<file path="config.mk">
export PLATFORM = sky130hd
export DESIGN_NAME = l1_line_fill
export DESIGN_NICKNAME = d
export VERILOG_FILES = /design/src/rtl/l1_line_fill.sv
export SDC_FILE = /design/constraint.sdc
export NUM_CORES = 2
export LEC_CHECK = 0
export ABC_AREA = 1
export ABC_CLOCK_PERIOD_IN_PS = 3300
export CORE_AREA = 2 2 416 418
export CTS_BUF_LIST = sky130_fd_sc_hd__clkbuf_4
export DETAILED_ROUTE_END_ITERATION = 7
export DIE_AREA = 0 0 418 420
export PLACE_DENSITY_LB_ADDON = 0.2
export SYNTH_ARGS = -nofsm -noshare
export SYNTH_HDL_FRONTEND = slang
export SYNTH_SLANG_ARGS = --single-unit
export TNS_END_PERCENT = 5
</file>
<file path="constraint.sdc">
create_clock -name clk1x -period 3.3 [get_ports clk1x]
set_input_delay 0.495 -clock clk1x [delete_from_list [all_inputs] [get_ports clk1x]]
set_output_delay 0.495 -clock clk1x [all_outputs]
set_load 0.03 [all_outputs]
</file>
<file path="src/rtl/l1_line_fill.sv">
`default_nettype none
// ============================================================================
// Module   : l1_line_fill
// Brief    : Per-channel L1 fill controller; takes two-beat cache-line
//            responses, writes them into a per-stream ring of BRAM slots and
//            tracks per-stream occupancy with credits returned by the reader.
// Revision : 1.0
// ============================================================================
module l1_line_fill #(
    parameter int DATA_WIDTH = 64,
    parameter int WAYS       = 8,
    parameter int NSTRMS     = 16,
    parameter int NCL        = 16,
    parameter int ADDR_WIDTH = 9
) (
    input  logic                          clk1x,
    input  logic                          reset_n,
    input  logic                          i_v,
    output logic                          i_r,
    input  logic [$clog2(NSTRMS)-1:0]     i_st,
    input  logic [WAYS*DATA_WIDTH-1:0]    i_d,
    input  logic                          i_free_v,
    input  logic [$clog2(NSTRMS)-1:0]     i_free_st,
    input  logic                          i_flush_v,
    input  logic [$clog2(NSTRMS)-1:0]     i_flush_st,
    output logic                          o_we,
    output logic [ADDR_WIDTH-1:0]         o_wa,
    output logic [WAYS*DATA_WIDTH-1:0]    o_wd,
    output logic [NSTRMS-1:0]             o_avail,
    output logic                          o_err
);

    localparam int          SW     = $clog2(NSTRMS);
    localparam int          CW     = $clog2(NCL);
    localparam logic [CW:0] c_NCL  = (CW+1)'(NCL);
    localparam logic [CW-1:0] c_LAST = CW'(NCL-1);

    typedef enum logic [0:0] {
        S_IDLE  = 1'b0,
        S_BEAT1 = 1'b1
    } state_t;

    state_t          r_state;
    logic [SW-1:0]   r_st;
    logic [CW-1:0]   r_wp  [NSTRMS];
    logic [CW:0]     r_cnt [NSTRMS];

    logic            w_rdy;
    logic            w_acc;
    logic            w_flush_lock;
    logic            w_b0;
    logic            w_b1;
    logic            w_mis;
    logic            w_free_err;
    logic [NSTRMS-1:0] w_inc;
    logic [NSTRMS-1:0] w_dec;
    logic [NSTRMS-1:0] w_fl;

    always_comb begin
        w_rdy        = (r_state == S_BEAT1) ? 1'b1 : (r_cnt[i_st] < c_NCL);
        w_acc        = i_v & w_rdy;
        w_flush_lock = i_flush_v && (i_flush_st == r_st);
        w_b0         = w_acc && (r_state == S_IDLE);
        // A flush of the locked stream swallows the second beat unwritten.
        w_b1         = w_acc && (r_state == S_BEAT1) && (i_st == r_st) && !w_flush_lock;
        w_mis        = w_acc && (r_state == S_BEAT1) && (i_st != r_st);
        w_free_err   = i_free_v && (r_cnt[i_free_st] == '0);
        w_inc        = '0;
        w_dec        = '0;
        w_fl         = '0;
        w_inc[r_st]      = w_b1;
        w_dec[i_free_st] = i_free_v && (r_cnt[i_free_st] != '0);
        w_fl[i_flush_st] = i_flush_v;
    end

    assign i_r = w_rdy;

    always_ff @(posedge clk1x or negedge reset_n) begin
        if (!reset_n) begin
            for (int s = 0; s < NSTRMS; s++) begin
                r_cnt[s] <= '0;
                r_wp[s]  <= '0;
            end
            o_avail <= '0;
        end else begin
            for (int s = 0; s < NSTRMS; s++) begin
                if (w_fl[s]) begin
                    r_cnt[s] <= '0;
                    r_wp[s]  <= '0;
                end else begin
                    if (w_inc[s] && !w_dec[s]) begin
                        r_cnt[s] <= r_cnt[s] + 1'b1;
                    end else if (!w_inc[s] && w_dec[s]) begin
                        r_cnt[s] <= r_cnt[s] - 1'b1;
                    end
                    if (w_inc[s]) begin
                        r_wp[s] <= (r_wp[s] == c_LAST) ? '0 : r_wp[s] + 1'b1;
                    end
                end
                o_avail[s] <= (r_cnt[s] != '0);
            end
        end
    end

    always_ff @(posedge clk1x or negedge reset_n) begin
        if (!reset_n) begin
            r_state <= S_IDLE;
            r_st    <= '0;
            o_we    <= 1'b0;
            o_wa    <= '0;
            o_wd    <= '0;
            o_err   <= 1'b0;
        end else begin
            o_we <= w_b0 | w_b1;
            if (w_b0) begin
                o_wa <= {i_st, r_wp[i_st], 1'b0};
                o_wd <= i_d;
            end else if (w_b1) begin
                o_wa <= {r_st, r_wp[r_st], 1'b1};
                o_wd <= i_d;
            end
            if (w_mis || w_free_err) begin
                o_err <= 1'b1;
            end
            case (r_state)
                S_IDLE: begin
                    if (w_b0) begin
                        r_st    <= i_st;
                        r_state <= S_BEAT1;
                    end
                end
                S_BEAT1: begin
                    if (w_flush_lock || w_b1) begin
                        r_state <= S_IDLE;
                    end
                end
                default: r_state <= S_IDLE;
            endcase
        end
    end

endmodule
`default_nettype wire

</file>
### After elaboration in Yosys (flattened, before gate mapping)

Index checks and enable logic that the tools add are counted.
Widths: inputs -> output; s select.

| word-level totals | value |
|---|---|
| register bits after elaboration | 688 |
| input bits | 529 |
| word-level logic and storage cells | 377 |
| output and inout port bits | 540 |

| operators by class | value |
|---|---|
| add/subtract/negate cells | 48 |
| $lt $le $gt $ge | 10 |
| multiplexer cells | 122 |
| reductions and logical operators | 130 |
| equality and inequality tests | 19 |
| bitwise logic cells | 9 |

Operators by type and width:

| kind | count |
|---|---|
| $mux 512 | 2 |
| $mux 5 | 52 |
| $mux 4 | 52 |
| $reduce_bool 5->1 | 17 |
| $add 5x1->5 const B | 16 |
| $sub 5x1->5 const B | 16 |
| $add 4x1->4 const B | 16 |
| $eq 4x4->1 const B | 16 |
| $and 16x16->16 | 3 |
| $reduce_bool 3->1 | 16 |
| $logic_and 1x1->1 | 43 |
| $bmux 5 s4 | 2 |
| $reduce_bool 2->1 | 17 |
| $logic_not 1->1 | 33 |
| $bmux 4 s4 | 2 |
| $mux 9 | 2 |
| $ge 5x5->1 const B | 3 |
| $lt 4x5->1 const B | 3 |
| $not 4->5 | 3 |
| $demux 1 s4 | 3 |
| $ge 4x1->1 const B | 3 |
| $eq 4x4->1 | 2 |
| $mux 1 | 6 |
| $logic_not 5->1 | 1 |
| other kinds (8) | 9 |

### Longest topological paths before layout

| logic depth | value |
|---|---|
| word-level depth | 16 |
| mapped depth | 24 |
| gate-level depth less buffers | 23 |

### Worst setup path before layout

No wires, ideal clock.

| path | value |
|---|---|
| path type | input -> register |
| start point | in i_st[0] |
| end point | reg r_cnt[74] in the netlist's numbering |
| arrival time | 2815 ps |
| stages | 18 |
| library setup time | 117 ps |
| buffers on the path | 2 |
| data required time | 3183 ps |
| slack | 369 ps |
| cell sequence | buf_2 -> xnor2_1 -> nand4_1 -> nor2_4 -> buf_2 -> nand4_1 -> inv_1 -> nand2_1 -> fa_1 -> nand3_1 -> nand2_1 -> xor2_1 -> inv_1 -> nand3_1 -> nand2_1 -> inv_1 -> nand2_1 -> nand2_1 |

| between the ends | value |
|---|---|
| word-level cells in the longest chain between the ends | 14 |
| elaborated cells between the ends (all ways) | 18 |
| those cells by class | order compare (1); eq/ne (1); mux (6); bitwise (3); reduce/logical (7) |

RTL lines:

| what | RTL line | source |
|---|---|---|
| start: declaration | 20 | `input logic [$clog2(NSTRMS)-1:0] i_st,` |
| $not 4->5 (implied by the code) | 60 | `w_rdy = (r_state == S_BEAT1) ? 1'b1 : (r_cnt[i_st] < c_NCL);` |
| $bmux 5 s4 | 60 |  |
| $mux 5 (implied by the code) (2 in series) | 60 |  |
| $lt 5x5->1 | 60 |  |
| $mux 1 | 60 |  |
| $and 1x1->1 | 61 | `w_acc = i_v & w_rdy;` |
| $logic_and 1x1->1 | 65 | `w_b1 = w_acc && (r_state == S_BEAT1) && (i_st == r_st) && !w_flush_lock;` |
| $logic_and 1x1->1 (*) (2 in series) | 65 |  |
| $and 16x16->16 (no line) (*) | - |  |
| $logic_and 1x1->1 or $logic_not 1->1 (tied branches) | 91, 93 |  |
| $mux 5 or $logic_and 1x1->1 (tied branches) | 91, 93 |  |
| $mux 5 or $reduce_bool 3->1 (tied branches) | - |  |
| end signal: indexed assignment | 92 | `r_cnt[s] <= r_cnt[s] + 1'b1;` |
| end signal: indexed assignment | 94 | `r_cnt[s] <= r_cnt[s] - 1'b1;` |
| end: declaration | 46 | `logic [CW:0] r_cnt [NSTRMS];` |

Every way passes the cells marked *; elsewhere a longest branch is shown, timed or not. The select of a mux whose other input is x is not followed.
A chain may end at the register's enable or synchronous reset.

### Worst setup path after layout

| path | value |
|---|---|
| start point | reg o_wd[108] |
| end point | out o_wd[108] |

RTL lines:

| what | RTL line | source |
|---|---|---|
| start: declaration | 28 | `output logic [WAYS*DATA_WIDTH-1:0] o_wd,` |
| start signal: assignment | 117 | `o_wd <= i_d;` |
| start signal: assignment | 120 | `o_wd <= i_d;` |

No word-level cell between the ends.

==> flow_summary.ini <==
[sta]
fmax_mhz = 326.1
final.min_clock_period_ps = 3066
timing.final.crit_share = 0.9291
worst_slew_margin_rel = 0.5426
final-hold-violation-count = 0
report.final.slew_viol_count = 0
grt_setup_unrepaired = no
tightestPinTransition_ps = 684.0
final.setup_skew_ps = 85.96
finalSetupViolations = 0

[critical_path]
timing.critical_path.fanout_max = 2
crit_path_start = o_wd[108]
worstRegToRegCells = 21
crit-reg2reg-launch = r_cnt[35]
cp_cell_sequence = clkdlybuf4s50_1
worstSetupEndpointType = output pin
timing.critical_path.required_ps = 2800
r2r-end = r_cnt[9]
timing.critical_path.arrival_ps = 2570
slowest_delay_ps = 930
worst_setup_path_start_kind = flop
register_to_register_setup_slack_ps = 300
worstPathBufferInverterCount = 1
crit_type = reg -> out
critPathTopFamily = buffers and inverters
cpMaxStageDelayCell = sky130_fd_sc_hd__clkdlybuf4s50_1

[drt]
via_per_inst = 4.139
drt_first_iter_violations = 2276
wirelength_mm = 182.3
ant_nets = 0
detailedRoute.firstPassIterationCount = 8
route.detailed.drc = 0
avgRoutedWirePerCell_um = 22.01
via_count = 34292

[synthesis]
post-synth-top-area-fraction = 0.5439
ys_ff_latch = 688
netlist_area_um2 = 31650
ys_seq_area_frac = 0.5439
post-synth-top-area-cell = sky130_fd_sc_hd__dfrtp_1
ys_warn_count = 0
synthCells = 3893
syn_area_per_cell_um2 = 8.130
synth_area_leaders = sky130_fd_sc_hd__dfrtp_1 (54%), sky130_fd_sc_hd__nand2_1 (25%), sky130_fd_sc_hd__ha_1 (3.2%)
synth_cell_type_count = 38
syn_nets = 4518

[power]
power.density_nw_per_um2 = 916.7
seq_power_share = 0.296
finalPower_mw = 50.96
irDropWorstVdd_v = 0.0004067
switching_share = 0.4667
comb_power_share = 0.539
internal_power_mw = 27.17
power.static_leakage_nw = 26.96
p_sw_mw = 23.78
part_of_the_total_power_dissipated_in_the_clock_network = 0.165

[floorplan]
boundaryPins = 1069
die-height_um = 420
die_width_um = 418
core_region_area_um2 = 171000
die_area_um2 = 175600
initial_core_util = 0.1851
rows = 152

[clock_tree]
htree_levels = 4
tritoncts_buffer_count = 212
clk_root_buffer_cell = sky130_fd_sc_hd__clkbuf_4
clk_sink_count = 688
worstSkewPairLatency_ps = 1280
clk_pin_slew_worst_paths_ps = 60
cts_tree = built
clk_path_buf_depth = 3

[finish]
filler_cell_count = 18073
number_of_nets_at_the_end_of_the_flow = 6511
drive_above_1_share = 0.1211
mostFrequentLayoutCells = sky130_fd_sc_hd__nand2_1 (2080), sky130_fd_sc_hd__clkdlybuf4s50_1 (1066), sky130_fd_sc_hd__dfrtp_1 (687)
areaGrowthSynthToFinish_pct = 75.61
fin_util = 0.3251
most_common_library_cell_in_the_layout_ignoring_fill_and_taps = sky130_fd_sc_hd__nand2_1

[hold_path]
timing.hold.worst.class = in -> async

[run]
maxcap_viol_count = 0

[global_route]
grt-ovfl-total = 0
pin_count_of_the_biggest_net_entering_global_routing = 63
grt_pass1_vias = 34586
globalRouteTotalUtil = 0.2009
grt_antenna_before_repair = 58
grt_first_pass_wirelength_mm = 253.7

[place]
gp_routability_congestion = 0.8902
place.detailed.hpwl_mm = 147.6
buffer_ports.inserted = 1068

[outcome]
result_of_the_run = completed
==> how the worst max path moves through the flow <==
stage,to,depth (start not counted)
2_1_floorplan,r_cnt[74],18
6_report,o_wd[108],1
3_3_place_gp,r_cnt[9],25
4_1_cts,o_wa[4],1
5_1_grt,r_cnt[59],21
3_5_place_dp,r_cnt[9],25
==> registers in the layout, summed over array words and instances (netlist names) <==
register  cells
o_wd        512
r_cnt        80
r_wp         64
o_avail      16
o_wa          9
r_st          4
o_err         1
o_we          1
r_state       1
==> synth_stat cells, drive strengths merged <==
cell,number
a21oi,112
a221oi,3
a22o,5
a22oi,14
a31oi,6
and2,1
and3,3
buf,107
clkbuf,43
dfrtp,688
fa,16
ha,80
inv,206
nand2,2095
nand3,132
nand3b,2
nand4,48
nor2,115
nor3,24
o211ai,1
o21ai,102
o221ai,12
o22ai,2
o2bb2ai,1
o31ai,1
or2,3
or3,4
or4,3
xnor2,20
xor2,44
==> per-layer routing <==
layer  share of wire  GRT usage  up-vias
li1                -          -    16321
met1            0.40     0.2412    16407
met2            0.49     0.3435     1256
met3           0.074    0.05924      302
met4           0.028    0.06217        6
met5         0.00024          0        -
==> kinds of logic after synthesis <==
| logic type | synth area share |
|---|---|
| AO/OA/AOI/OAI | 0.04692 |
| XOR/XNOR | 0.01771 |
| adder cells (fa/ha/maj) | 0.04174 |
| buffers and inverters | 0.04779 |
| flip-flops | 0.5439 |
| AND/OR/NAND/NOR | 0.3019 |
==> worst reg2reg max path, delay by kind of cell (launching register included) <==
family                     cells  cell delay [ps]
AOI/OAI and AO/OA              1              120
DFF                            1              430
adders and majority gates      1              420
xor gates and xnor gates       1              150
buffers and inverters          4              390
and+or+nand+nor               14             1370
==> area by class of cell <==
cell class / instances / area (µm²) / area share
antenna: 32 / 80.08 / 0.001441
timing repair buffer: 1929 / 19220 / 0.3458
clock buffer: 296 / 2222 / 0.03998
inverter: 206 / 780.7 / 0.01405
multi-input combinational: 2849 / 12990 / 0.2337
tap: 2233 / 2794 / 0.05027
clock inverter: 52 / 281.5 / 0.005065
sequential: 688 / 17220 / 0.3098
==> repair_timing <==
| action | CTS | global route |
|---|---|---|
| gates resized for setup | 4 | 18 |
| hold buffers | 516 | 0 |
| pin swaps | 2 | 0 |
| buffers inserted | 1 | 0 |
| hold endpoints to repair | 1199 | 0 |
| endpoints found under the setup margin | 1 | 18 |
==> per-stage QoR <==
stage | hold slack, ps | std cells | area (µm²) | setup slack, ps | setup TNS (ps)
2_1_floorplan | 199.4 | 3893 | 31650 | 368.6 | 0
3_3_place_gp | 453.6 | 7389 | 47750 | -379.1 | -8293
3_5_place_dp | 457.3 | 7389 | 47750 | -407.9 | -10270
4_1_cts | 59.29 | 8253 | 55460 | 21.27 | 0
5_1_grt | 148.3 | 8277 | 55560 | 11.09 | 0
6_report | 257.9 | 8285 | 55580 | 233.8 | 0
==> power by group through the flow <==
stage	registers, mW	clock network (mW)	logic (mW)
floorplan	20.2	0	7.85
global placement	15.1	0	27.0
detailed placement	15.1	0	27.0
CTS	15.1	8.80	27.8
global route	15.5	9.18	29.6
finish	15.1	8.39	27.5
Note: power is estimated with default switching activity, not from simulation.
